--- config.mk ---
export PLATFORM = sky130hd
export DESIGN_NAME = rr_mux4_arbiter_flat
export DESIGN_NICKNAME = d
export VERILOG_FILES = /design/src/rtl/rr_mux4_arbiter_pkg.sv /design/src/rtl/rr_mux4_arbiter_if.sv /design/src/rtl/nBit4x1Multiplexer.sv /design/src/rtl/rr_pick4.sv /design/src/rtl/rr_mux4_arbiter.sv /design/src/flat_wrapper.sv
export SDC_FILE = /design/constraint.sdc
export NUM_CORES = 1
export LEC_CHECK = 0
export BUFFER_PORTS_ARGS = -buffer_cell sky130_fd_sc_hd__buf_2
export CAP_MARGIN = 20
export CORE_MARGIN = 5
export CORE_UTILIZATION = 51
export DETAILED_ROUTE_END_ITERATION = 8
export HOLD_SLACK_MARGIN = 0.06
export PLACE_DENSITY = 0.78
export SETUP_SLACK_MARGIN = 0.3
export SLEW_MARGIN = 0
export SYNTH_ARGS = -nofsm -noshare
export SYNTH_HDL_FRONTEND = slang
export SYNTH_HIERARCHICAL = 1
export SYNTH_SLANG_ARGS = --single-unit
--- constraint.sdc ---
create_clock -name clk -period 3.82 [get_ports clk]
set_input_delay 0.382 -clock clk [delete_from_list [all_inputs] [get_ports clk]]
set_output_delay 0.382 -clock clk [all_outputs]
set_load 0.01 [all_outputs]
--- src/rtl/rr_mux4_arbiter_pkg.sv ---
// Shared types and helpers for the four-way round-robin mux arbiter.
// Holds the FSM encoding, requester index constants and the one-hot helper.
package rr_mux4_arbiter_pkg;

  typedef enum logic {
    StIdle  = 1'b0,
    StGrant = 1'b1
  } state_e;

  localparam logic [1:0] IdxA = 2'd0;
  localparam logic [1:0] IdxB = 2'd1;
  localparam logic [1:0] IdxC = 2'd2;
  localparam logic [1:0] IdxD = 2'd3;

  function automatic logic [3:0] onehot4(logic [1:0] idx);
    return 4'b0001 << idx;
  endfunction

endpackage

--- src/rtl/rr_mux4_arbiter_if.sv ---
// Requester/consumer bundle for rr_mux4_arbiter: four request lines with data,
// and the registered grant, select, data and valid returned by the arbiter.
interface rr_mux4_arbiter_if #(
  parameter int unsigned N = 4
);

  logic [3:0]   REQ;
  logic [N-1:0] A;
  logic [N-1:0] B;
  logic [N-1:0] C;
  logic [N-1:0] D;
  logic [3:0]   GNT;
  logic [1:0]   S;
  logic [N-1:0] Y;
  logic         VALID;

  // Requester side drives requests and data; arbiter side returns the grant path.
  modport master (
    output REQ, A, B, C, D,
    input  GNT, S, Y, VALID
  );

  modport slave (
    input  REQ, A, B, C, D,
    output GNT, S, Y, VALID
  );

endinterface

--- src/rtl/nBit4x1Multiplexer.sv ---
// Plain n-bit 4:1 multiplexer; select value equals the requester index.
module nBit4x1Multiplexer
  import rr_mux4_arbiter_pkg::*;
#(
  parameter int unsigned n = 4
) (
  input  logic [n-1:0] a_i,
  input  logic [n-1:0] b_i,
  input  logic [n-1:0] c_i,
  input  logic [n-1:0] d_i,
  input  logic [1:0]   s_i,
  output logic [n-1:0] y_o
);

  always_comb begin
    y_o = a_i;
    unique case (s_i)
      IdxA:    y_o = a_i;
      IdxB:    y_o = b_i;
      IdxC:    y_o = c_i;
      IdxD:    y_o = d_i;
      default: y_o = a_i;
    endcase
  end

endmodule

--- src/rtl/rr_pick4.sv ---
// Combinational rotating priority encoder: first set request bit scanning
// upward from the pointer, wrapping modulo four.
module rr_pick4 (
  input  logic [3:0] req_i,
  input  logic [1:0] ptr_i,
  output logic       valid_o,
  output logic [1:0] idx_o
);

  always_comb begin
    logic [1:0] cand;
    valid_o = 1'b0;
    idx_o   = ptr_i;
    cand    = ptr_i;
    // Scan farthest-first so the candidate closest to the pointer wins last.
    for (int k = 3; k >= 0; k--) begin
      cand = ptr_i + 2'(k);
      if (req_i[cand]) begin
        valid_o = 1'b1;
        idx_o   = cand;
      end
    end
  end

endmodule

--- src/rtl/rr_mux4_arbiter.sv ---
// Round-robin arbiter sharing one N-bit 4:1 mux between requesters A-D, with a
// per-grant hold limit and registered grant, select, data and valid.
module rr_mux4_arbiter
  import rr_mux4_arbiter_pkg::*;
#(
  parameter int unsigned N        = 4,
  parameter int unsigned MAX_HOLD = 4
) (
  input  logic           clk,
  input  logic           rst,
  rr_mux4_arbiter_if.slave bus
);

  localparam int unsigned    CntW   = $clog2(MAX_HOLD + 1);
  localparam logic [CntW-1:0] CntMax = CntW'(MAX_HOLD);
  localparam logic [CntW-1:0] CntOne = CntW'(1);

  state_e          state_q, state_d;
  logic [1:0]      ptr_q, ptr_d;
  logic [1:0]      s_q, s_d;
  logic [3:0]      gnt_q, gnt_d;
  logic [CntW-1:0] cnt_q, cnt_d;
  logic [N-1:0]    y_q, y_d;
  logic            valid_q, valid_d;

  logic [3:0]   eligible;
  logic [3:0]   pick_req;
  logic [1:0]   pick_ptr;
  logic         pick_valid;
  logic [1:0]   pick_idx;
  logic [1:0]   ptr_next;
  logic         release_grant;
  logic [N-1:0] mux_y;

  assign ptr_next      = s_q + 2'd1;
  assign release_grant = !bus.REQ[s_q] || (cnt_q == CntMax);

  // The holder competes on release only when nobody else is asking.
  always_comb begin
    eligible = bus.REQ;
    if (bus.REQ != onehot4(s_q)) begin
      eligible = bus.REQ & ~onehot4(s_q);
    end
  end

  always_comb begin
    pick_req = bus.REQ;
    pick_ptr = ptr_q;
    if (state_q == StGrant) begin
      pick_req = eligible;
      pick_ptr = ptr_next;
    end
  end

  rr_pick4 u_pick (
    .req_i   (pick_req),
    .ptr_i   (pick_ptr),
    .valid_o (pick_valid),
    .idx_o   (pick_idx)
  );

  nBit4x1Multiplexer #(
    .n (N)
  ) u_mux (
    .a_i (bus.A),
    .b_i (bus.B),
    .c_i (bus.C),
    .d_i (bus.D),
    .s_i (s_q),
    .y_o (mux_y)
  );

  always_comb begin
    state_d = state_q;
    ptr_d   = ptr_q;
    s_d     = s_q;
    gnt_d   = gnt_q;
    cnt_d   = cnt_q;
    unique case (state_q)
      StIdle: begin
        if (pick_valid) begin
          gnt_d   = onehot4(pick_idx);
          s_d     = pick_idx;
          cnt_d   = CntOne;
          state_d = StGrant;
        end
      end
      StGrant: begin
        if (!release_grant) begin
          cnt_d = cnt_q + CntOne;
        end else begin
          ptr_d = ptr_next;
          if (pick_valid) begin
            gnt_d = onehot4(pick_idx);
            s_d   = pick_idx;
            cnt_d = CntOne;
          end else begin
            // S keeps its last value while idle.
            gnt_d   = 4'b0000;
            cnt_d   = '0;
            state_d = StIdle;
          end
        end
      end
      default: state_d = StIdle;
    endcase
  end

  always_comb begin
    y_d     = (|gnt_q) ? mux_y : y_q;
    valid_d = |gnt_q;
  end

  always_ff @(posedge clk) begin
    if (rst) begin
      state_q <= StIdle;
      ptr_q   <= 2'd0;
      s_q     <= 2'd0;
      gnt_q   <= 4'b0000;
      cnt_q   <= '0;
      y_q     <= '0;
      valid_q <= 1'b0;
    end else begin
      state_q <= state_d;
      ptr_q   <= ptr_d;
      s_q     <= s_d;
      gnt_q   <= gnt_d;
      cnt_q   <= cnt_d;
      y_q     <= y_d;
      valid_q <= valid_d;
    end
  end

  assign bus.GNT   = gnt_q;
  assign bus.S     = s_q;
  assign bus.Y     = y_q;
  assign bus.VALID = valid_q;

  gnt_onehot0_a: assert property (@(posedge clk) $onehot0(gnt_q));
  cnt_bound_a:   assert property (@(posedge clk) cnt_q <= CntMax);

endmodule

--- src/flat_wrapper.sv ---
// flat-port wrapper written by rule: the top's interface ports become plain ports
module rr_mux4_arbiter_flat import rr_mux4_arbiter_pkg::*;
#(
  parameter int unsigned N        = 4,
  parameter int unsigned MAX_HOLD = 4
)
  (clk, rst, bus_REQ, bus_A, bus_B, bus_C, bus_D, bus_GNT, bus_S, bus_Y, bus_VALID);
  rr_mux4_arbiter_if #(.N(N)) bus_i ();
  input  logic clk;
  input  logic rst;
  input wire logic [$bits(bus_i.REQ)-1:0] bus_REQ;
  input wire logic [$bits(bus_i.A)-1:0] bus_A;
  input wire logic [$bits(bus_i.B)-1:0] bus_B;
  input wire logic [$bits(bus_i.C)-1:0] bus_C;
  input wire logic [$bits(bus_i.D)-1:0] bus_D;
  output wire logic [$bits(bus_i.GNT)-1:0] bus_GNT;
  output wire logic [$bits(bus_i.S)-1:0] bus_S;
  output wire logic [$bits(bus_i.Y)-1:0] bus_Y;
  output wire logic [$bits(bus_i.VALID)-1:0] bus_VALID;
  assign bus_i.REQ = bus_REQ;
  assign bus_i.A = bus_A;
  assign bus_i.B = bus_B;
  assign bus_i.C = bus_C;
  assign bus_i.D = bus_D;
  assign bus_GNT = bus_i.GNT;
  assign bus_S = bus_i.S;
  assign bus_Y = bus_i.Y;
  assign bus_VALID = bus_i.VALID;
  rr_mux4_arbiter #(.N(N), .MAX_HOLD(MAX_HOLD)) u_core (.clk(clk), .rst(rst), .bus(bus_i));
endmodule
==> impl_metrics.toml, run 1 <==
[hold_path]
min_to = "u_core/bus.Y[3]"
hold_class = "in2reg"
min_from = "rst"
hold_depth = 2

[status]
status = "completed"

[critical_path]
cpMaxStageDelayCell = "dfxtp_1"
worstSetupPathType = "reg2reg"
critPathMostFrequentCell = "nand2_1"
r2r_cells = 13
crit_chain = "inv_1, ha_1, inv_1, ha_1, nand4_1, nand2_1, mux2_2, and2b_2, or4_1, nand2_1, nand2_1, a211o_1, o22ai_1"
r2r_end = "u_core/bus.GNT[3]"
cp_slowest_stage_delay_ns = 0.60
crit_fanout = 11
end_kind = "register"
cp-start-kind = "register"
ff2ff_setup_slack_ns = 0.60
cp_num_buf_inv = 2
cp.depth = 13
critical-path-top-delay-family = "simple AND/OR/NAND/NOR gates"
crit_arrival_ns = 3.45
required_ns = 4.05
r2r_start = "u_core/bus.S[0]"

[timing]
clock.fmax_mhz = 310.8
finalClockSkew_ns = 0.01234
slew_violations = 0
slew_headroom = 0.4804
fin_crit_sh = 0.8424
worst_pin_slew_ns = 0.7730
finalHoldViolations = 0
fin_crit_ns = 3.218
setup_violations = 0
fin_setup_tns_ns = 0
rsz0062_at_grt = "false"

[global_routing]
met2_usage = 0.2694
grt_pass1_wl_um = 4174
first_global_vias = 975
grt_max_degree = 23
met1_usage = 0.1967
overflow = 0
use_met3 = 0.02895
antenna_found_initial = 0
grt_busiest_layer = "met2"
track_usage = 0.1621

[final_layout]
nets = 184
syn2layout_area_growth_pct = 17.30
drive_gt1_frac = 0.3377
regArea_um2 = 340.3
design_area_um2 = 1383
antenna-diode-count = 0
nFillCells = 207
multiInputGateArea_um2 = 774.5

[synthesis]
synth_top_area_frac = 0.2887
yosysMostFrequentCell = "dfxtp_1"
synth_ff_type = "dfxtp_1"
netlist_top_cells_count = "17 x dfxtp_1, 12 x inv_1, 11 x nor2_1"
ys_warn_count = 6
avgSynthCellArea_um2 = 9.988
synth_cell_types = 36
async_flop_share = 0
synth_fp_nets = 150
synth_top_area_cell = "dfxtp_1"
syn_area_um2 = 1179
synth_area_leaders = "dfxtp_1 29%, ha_1 11%, mux4_1 8.9%, mux2_2 6.7%, mux2i_1 5.1%"
seq_area_frac_synth = 0.2887
synth-edff-count = 0
synth-seq-cells = 17
synth_cells = 118

[job]
drv_cap = 0

[clock_tree]
holdBufCountCts = 0
tritoncts = "yes"
clk_latency_ns = 0.30
clk_pin_slew_ns = 0.10
clock_sinks = 17
postCtsSetupRepairBufs = 0
cts_buffers = 3
clockBufferDepth = 2
ctsResizeCount = 0
clock-root-buffer = "clkbuf_4"
cts_max_level = 1

[floorplanning]
die_area_um2 = 3373
start_util = 0.5328
io_pins = 33
dieHeight_um = 58.08
row_count = 17
core_area_um2 = 2212
die_w_um = 58.08

[power]
ir_drop_uv = 408.4
p_leak_nw = 0.6478
powerDensity_nw_per_um2 = 664.7

[detailed_routing]
dr.pass1.iters = 4
ant_nets = 0
vias = 1006
drtIter0Drc = 28
post_drt_wl_per_cell_um = 14.45
routed_wl_um = 2586
viasPerCell = 5.620
drc_errors = 0

[placed_design]
place.gp.congestion = 0.7661
hpwl_um = 2007
port_buffers = 32
placed_area_um2 = 1355
[worst max-delay path by stage]
stage / from / to / slack [ns]
floorplan: u_core/bus.S[0] / u_core/bus.GNT[3] / 0.83
CTS: u_core/bus.S[0] / u_core/bus.GNT[3] / 0.59
global route: u_core/bus.S[0] / u_core/bus.GNT[3] / 0.39
global placement: u_core/bus.S[0] / u_core/bus.GNT[3] / 0.71
detailed placement: u_core/bus.S[0] / u_core/bus.GNT[3] / 0.63
finish: u_core/bus.S[0] / u_core/bus.GNT[3] / 0.60
[metal layers]
layer | up-vias | part of all wire
met5 | - | 0
met1 | 466 | 0.43
met3 | 4 | 0.061
met4 | 0 | 0.024
met2 | 34 | 0.48
li1 | 502 | -
[cell usage in the layout (no fill, tap or decap), types with 3 or more instances in the layout]
cell type,instances
a21oi_1,5
buf_2,32
clkbuf_4,3
dfxtp_1,17
ha_1,10
inv_1,12
mux2_2,7
mux2i_1,6
mux4_1,4
nand2_1,6
nand2b_1,7
nor2_1,11
[cells by family (layout without fill, tap and decap cells)]
group	after synthesis	after routing	share of synthesized area
mux	18	18	0.2261
flops	17	17	0.2888
buf+inv	15	48	0.05414
compound gates	20	20	0.1391
simple gates	38	38	0.1858
fa+ha+maj	10	10	0.1062
[where the power goes]
| part | switching, W | leakage, nW | total, W | internal (W) |
|---|---|---|---|---|
| Combinational | 0.000269 | 0.490 | 0.000523 | 0.000253 |
| Sequential | 0.0000633 | 0.140 | 0.000301 | 0.000238 |
| Clock | 0.0000565 | 0.0177 | 0.0000955 | 0.0000390 |
[state kept, by name, summed over array words and instances (netlist names)]
signal / cells
u_core/bus.S: 2
u_core/cnt_q: 3
u_core/bus.VALID: 1
u_core/bus.GNT: 4
u_core/state_q: 1
u_core/ptr_q: 2
u_core/bus.Y: 4
[final cells by class]
| cell class | count | share of cell area |
|---|---|---|
| clock inverters | 1 | 0.003620 |
| flip-flops and latches | 17 | 0.2462 |
| clock buffers | 3 | 0.01629 |
| multi-input cells | 86 | 0.5602 |
| repair buffers | 32 | 0.1158 |
| inverters | 12 | 0.03258 |
| well taps | 28 | 0.02534 |
[per-stage QoR]
| step | total power (W) | std cells | hold slack [ns] | setup WS (ns) | utilization |
|---|---|---|---|---|---|
| 2_1_floorplan | 0.0006874 | 118 | 0.4464 | 0.8267 | - |
| 3_3_place_gp | 0.0007981 | 175 | 0.4600 | 0.7140 | 0.6126 |
| 3_5_place_dp | 0.0008229 | 175 | 0.4710 | 0.6256 | 0.6126 |
| 4_1_cts | 0.0009234 | 179 | 0.4703 | 0.5858 | 0.6250 |
| 5_1_grt | 0.0009907 | 179 | 0.4816 | 0.3857 | 0.6250 |
| 6_report | 0.0009190 | 179 | 0.4687 | 0.6020 | 0.6250 |
Note: power is estimated with default switching activity, not from simulation.
==> run 2, diff against run 1 <==
Settings changed: ABC_AREA set to 1, CORE_UTILIZATION 51 to 53, PLACE_DENSITY 0.78 to 0.79.
Clock period 3.82 ns to 3.25 ns, I/O delays scaled along.
==> run 2 against run 1 <==
Net effect:
- total power is 60% higher
- non-clock buffer count is 4 higher
- maximum frequency is 23% higher
- largest power group unchanged
- via count is 38% higher
- highest routed layer unchanged
- synthesized cell count is 81% higher
- sequential power is 16% higher
- design area is 14% higher
- first-iteration DRC count is 71% higher
- clock power is 18% higher
==> impl_metrics.toml, run 2 <==
[status]
status = "completed"

[floorplanning]
row_count = 18
die_w_um = 60.50
core_area_um2 = 2455
io_pins = 33
die_area_um2 = 3660
dieHeight_um = 60.50
start_util = 0.5505

[hold_path]
hold_class = "in2reg"
min_from = "rst"
min_to = "u_core/bus.S[1]"
hold_depth = 2

[critical_path]
worstSetupPathType = "reg2reg"
r2r_end = "u_core/bus.GNT[1]"
cp-start-kind = "register"
required_ns = 3.48
crit_start = "u_core/bus.S[0]"
ff2ff_setup_slack_ns = 0.64
crit_arrival_ns = 2.84
crit_fanout = 8
r2r_start = "u_core/bus.S[0]"
end_kind = "register"
r2r_cells = 19

[detailed_routing]
routed_wl_um = 3058
dr.pass1.iters = 4
drc_errors = 0
post_drt_wl_per_cell_um = 11.00
viasPerCell = 5.011
ant_nets = 0
vias = 1393
drtIter0Drc = 48

[synthesis]
synth_top_area_frac = 0.2519
synth_area_leaders = "dfxtp_1 25%, nand2_1 16%, nand3_1 10%, ha_1 9.3%, inv_1 7.2%"
synth_cell_types = 25
syn_area_um2 = 1351
synth_ff_type = "dfxtp_1"
synth_top_area_cell = "dfxtp_1"
synth_fp_nets = 246
ys_warn_count = 6
seq_area_frac_synth = 0.2519
async_flop_share = 0
yosysMostFrequentCell = "nand2_1"
synth-seq-cells = 17
avgSynthCellArea_um2 = 6.314
synth-edff-count = 0
netlist_top_cells_count = "57 x nand2_1, 27 x nand3_1, 26 x inv_1"
synth_cells = 214

[clock_tree]
clock-root-buffer = "clkbuf_4"
clk_pin_slew_ns = 0.10
clock_sinks = 17
tritoncts = "yes"
postCtsSetupRepairBufs = 0
cts_buffers = 3
holdBufCountCts = 0
cts_max_level = 1
clockBufferDepth = 2
clk_latency_ns = 0.29

[timing]
finalClockSkew_ns = 0.002795
fin_setup_tns_ns = 0
worst_pin_slew_ns = 0.4387
hold_ws_ns = 0.3382
slew_headroom = 0.7071
setup_slack_ns = 0.6353
setup_violations = 0
fin_crit_sh = 0.8045
slew_violations = 0
rsz0062_at_grt = "false"
fin_crit_ns = 2.615
finalHoldViolations = 0
clock.fmax_mhz = 382.5

[final_layout]
syn2layout_area_growth_pct = 16.76
antenna-diode-count = 0
drive_gt1_frac = 0.2661
layout_commonest_cell = "nand2_1"
most-common-layout-cells = "54 x nand2_1, 32 x buf_2, 26 x nand3_1"
nets = 281

[placed_design]
place.gp.congestion = 0.8630
port_buffers = 32
hpwl_um = 2427
dp_slack_ns = 0.2974

[global_routing]
grt_pass1_wl_um = 5271
first_global_vias = 1330
track_usage = 0.1829
antenna_found_initial = 0
overflow = 0
grt_max_degree = 15

[power]
powerDensity_nw_per_um2 = 934.0
p_leak_nw = 0.8367
ir_drop_uv = 634.0
finalPower_w = 0.001474

[job]
drv_cap = 0
## run 2: cell count changes after synthesis, sizes merged, moves of 3 or more
| cell | previous run | this run |
|---|---|---|
| mux4 | 5 | 0 |
| inv | 12 | 32 |
| nand2 | 6 | 60 |
| nor2 | 11 | 23 |
| and2b | 3 | 0 |
| nand4 | 1 | 6 |
| mux2 | 7 | 0 |
| o21ai | 2 | 8 |
| a21oi | 5 | 17 |
| nand3 | 0 | 30 |
| buf | 1 | 5 |
| nand2b | 7 | 0 |
| mux2i | 6 | 0 |
## run 2: worst max path at each step
stage / slack, ns / end
6_report: 0.64 / u_core/bus.GNT[1]
5_1_grt: 0.29 / u_core/bus.GNT[3]
4_1_cts: 0.40 / u_core/bus.GNT[3]
3_5_place_dp: 0.30 / u_core/bus.GNT[3]
3_3_place_gp: 0.41 / u_core/bus.GNT[2]
2_1_floorplan: 0.63 / u_core/bus.GNT[2]
## run 2: report_power, final
part           leakage [nW]  internal, W  switching (W)
registers             0.141     0.000287      0.0000603
clock network        0.0177    0.0000458      0.0000674
logic                 0.678     0.000372       0.000641
## run 2: layout make-up
cell class	count	area (um2)
fill	231	877.1
multi-input combinational	159	854.6
sequential	17	345.3
timing repair buffer	36	190.2
inverter	32	122.6
tap	30	37.54
clock buffer	3	22.52
clock inverter	1	5.005
## run 2: repair_timing
item	CTS	global route
resized for setup	1	10
setup endpoints to repair	4	6
pin swaps	0	0
## run 2: per-layer routing
layer,vias up,global-route usage,wire length [um]
met5,-,0,0
met4,0,0.03096,15
met3,2,0.03404,135
met2,36,0.3364,1480
met1,598,0.2244,1426
li1,757,-,-
## run 2: worst max-delay path: stages (launching register included)
cell and delay, ns:
dfxtp_2 0.40, inv_2 0.07, ha_1 0.19, inv_1 0.05, ha_1 0.22, nand4_1 0.10, nand2_2 0.11, nor2_1 0.13
a21oi_1 0.05, inv_1 0.10, nand2_1 0.08, nand3_1 0.10, nand2_1 0.07, nor2_1 0.13, nand3_2 0.15, inv_2 0.14
nand2_1 0.14, nand2_2 0.14, nand2_1 0.06, a21oi_1 0.12
## run 2: cells by family (layout without fill, tap and decap cells)
kind of cell | count (synthesis) | after routing | synth area share
xor+xnor | 1 | 1 | 0.006483
simple gates | 119 | 119 | 0.3954
compound gates | 29 | 29 | 0.1232
flops | 17 | 17 | 0.2519
buf+inv | 38 | 72 | 0.1305
fa+ha+maj | 10 | 10 | 0.09259
## run 2: stage by stage
stage / instance area, um2 / utilization / std cells
floorplan: 1351 / - / 214
global placement: 1525 / 0.6213 / 274
detailed placement: 1525 / 0.6213 / 274
CTS: 1554 / 0.6330 / 278
global route: 1578 / 0.6427 / 278
finish: 1578 / 0.6427 / 278
==> run 3, diff against run 2 <==
Clock period 3.25 ns to 2.6 ns, I/O delays scaled along.
==> run 3 against run 2 <==
Net effect:
- the run now ends with setup timing left
- cell count up 5.0%
- clock skew down 0.0017 ns
- highest routed layer unchanged
- total power up 57%
- routed wire length up 30%
- first-iteration DRC count up 69%
==> impl_metrics.toml, run 3 (synthesis gave the netlist of run 2 again) <==
[status]
status = "finished, violations left"
violations = "setup timing"

[critical_path]
crit_start = "u_core/bus.S[1]"
cp-start-kind = "register"
required_ns = 2.83
end_kind = "register"
crit_arrival_ns = 2.95
r2r_cells = 20
worstSetupPathType = "reg2reg"
ff2ff_setup_slack_ns = -0.12
r2r_start = "u_core/bus.S[1]"
r2r_end = "u_core/bus.GNT[3]"
crit_fanout = 7

[detailed_routing]
dr.pass1.iters = 4
post_drt_wl_per_cell_um = 13.60
vias = 1565
drc_errors = 0
drtIter0Drc = 81
ant_nets = 0
routed_wl_um = 3970
viasPerCell = 5.360

[hold_path]
hold_class = "in2reg"
min_to = "u_core/bus.S[0]"
hold_depth = 2
min_from = "rst"

[power]
p_leak_nw = 0.9204
ir_drop_uv = 938.8
clock_power_share = 0.062
switching_share = 0.5241
internal-power_w = 0.001104
comb_power_share = 0.752
powerDensity_nw_per_um2 = 1241
seqPwrFrac = 0.186
switchingPower_w = 0.001216

[clock_tree]
clock-root-buffer = "clkbuf_4"
cts_max_level = 1
tritoncts = "yes"
holdBufCountCts = 0
cts_buffers = 3
clockBufferDepth = 2
clk_pin_slew_ns = 0.10
clk_latency_ns = 0.29
clock_sinks = 17

[global_routing]
antenna_found_initial = 0
grt_max_degree = 13
overflow = 0
grt_pass1_wl_um = 6285
track_usage = 0.2251
first_global_vias = 1431

[placed_design]
hpwl_um = 2460
dp_slack_ns = 0.04099
place.gp.congestion = 0.8864
port_buffers = 32

[final_layout]
drive_gt1_frac = 0.4275
postLayoutCoreUtil = 0.7615
nets = 295
most-common-layout-cells = "43 x nand2_1, 32 x buf_2, 24 x nand3_1"
syn2layout_area_growth_pct = 38.33
antenna-diode-count = 0
layout_commonest_cell = "nand2_1"

[floorplanning]
dieHeight_um = 60.50
start_util = 0.5505
die_w_um = 60.50
io_pins = 33
row_count = 18
core_area_um2 = 2455
die_area_um2 = 3660

[timing]
fin_crit_ns = 2.718
finalHoldViolations = 0
setup_slack_ns = -0.1182
slew_violations = 0
fin_setup_tns_ns = -0.5298
fin_crit_sh = 1.045
clock.fmax_mhz = 367.9
finalClockSkew_ns = 0.001117
slew_headroom = 0.7516
worst_pin_slew_ns = 0.3701
setup_violations = 7
rsz0062_at_grt = "true"

[job]
drv_cap = 0
==> run 3: worst max-delay path by stage <==
stage / end / slack (ns)
floorplan: u_core/bus.GNT[2] / 0.27
global placement: u_core/bus.GNT[2] / 0.11
detailed placement: u_core/bus.GNT[2] / 0.04
CTS: u_core/bus.GNT[3] / 0.07
global route: u_core/bus.GNT[2] / -0.25
finish: u_core/bus.GNT[3] / -0.12
==> run 3: what timing repair did <==
item	in CTS	in global routing
endpoints found under the setup margin	9	10
gates resized for setup	23	19
gates cloned	0	0
pin swaps	23	20
buffers inserted	7	5
==> run 3: layout make-up <==
cell class | instances | area, um2
tap | 30 | 37.54
timing repair buffer | 50 | 299.0
sequential | 17 | 347.8
inverter | 32 | 132.6
clock buffer | 4 | 26.28
multi-input combinational | 159 | 1026
fill | 186 | 585.6
==> run 3: power by group through the flow <==
stage	logic (W)	clock network (W)	registers [W]
2_1_floorplan	0.000998	0	0.000461
3_3_place_gp	0.00130	0	0.000430
3_5_place_dp	0.00132	0	0.000432
4_1_cts	0.00151	0.000148	0.000423
5_1_grt	0.00191	0.000165	0.000447
6_report	0.00174	0.000144	0.000432
==> run 3: through the flow <==
step           total power [W]  hold WS, ns  instance area, um2  std cells
6_report              0.002319       0.2835                1869        292
5_1_grt               0.002526       0.2767                1869        292
4_1_cts               0.002084       0.2655                1767        287
3_5_place_dp          0.001748       0.4649                1582        276
3_3_place_gp          0.001725       0.4627                1582        276
2_1_floorplan         0.001459       0.4519                1393        214
==> run 3: worst max-delay path, stage by stage (launching register included) <==
cell and delay [ns]:
dfxtp_4 0.39, inv_4 0.09, ha_4 0.14, inv_2 0.05
ha_4 0.25, nand4_1 0.17, nand2_4 0.17, buf_4 0.13
a21oi_2 0.06, inv_1 0.06, nand2_2 0.07, nand3_2 0.09
nand2_2 0.07, buf_4 0.13, nor2_1 0.13, nand3_2 0.13
inv_4 0.12, nand2_4 0.08, nand2_2 0.11, nand2_1 0.09
a21oi_2 0.13
==> run 3: per-layer routing <==
| metal | GRT usage | routed length [um] |
|---|---|---|
| met1 | 0.2767 | 1631 |
| met2 | 0.3951 | 2006 |
| met3 | 0.05532 | 237 |
| met4 | 0.05573 | 95 |
| met5 | 0 | 0 |
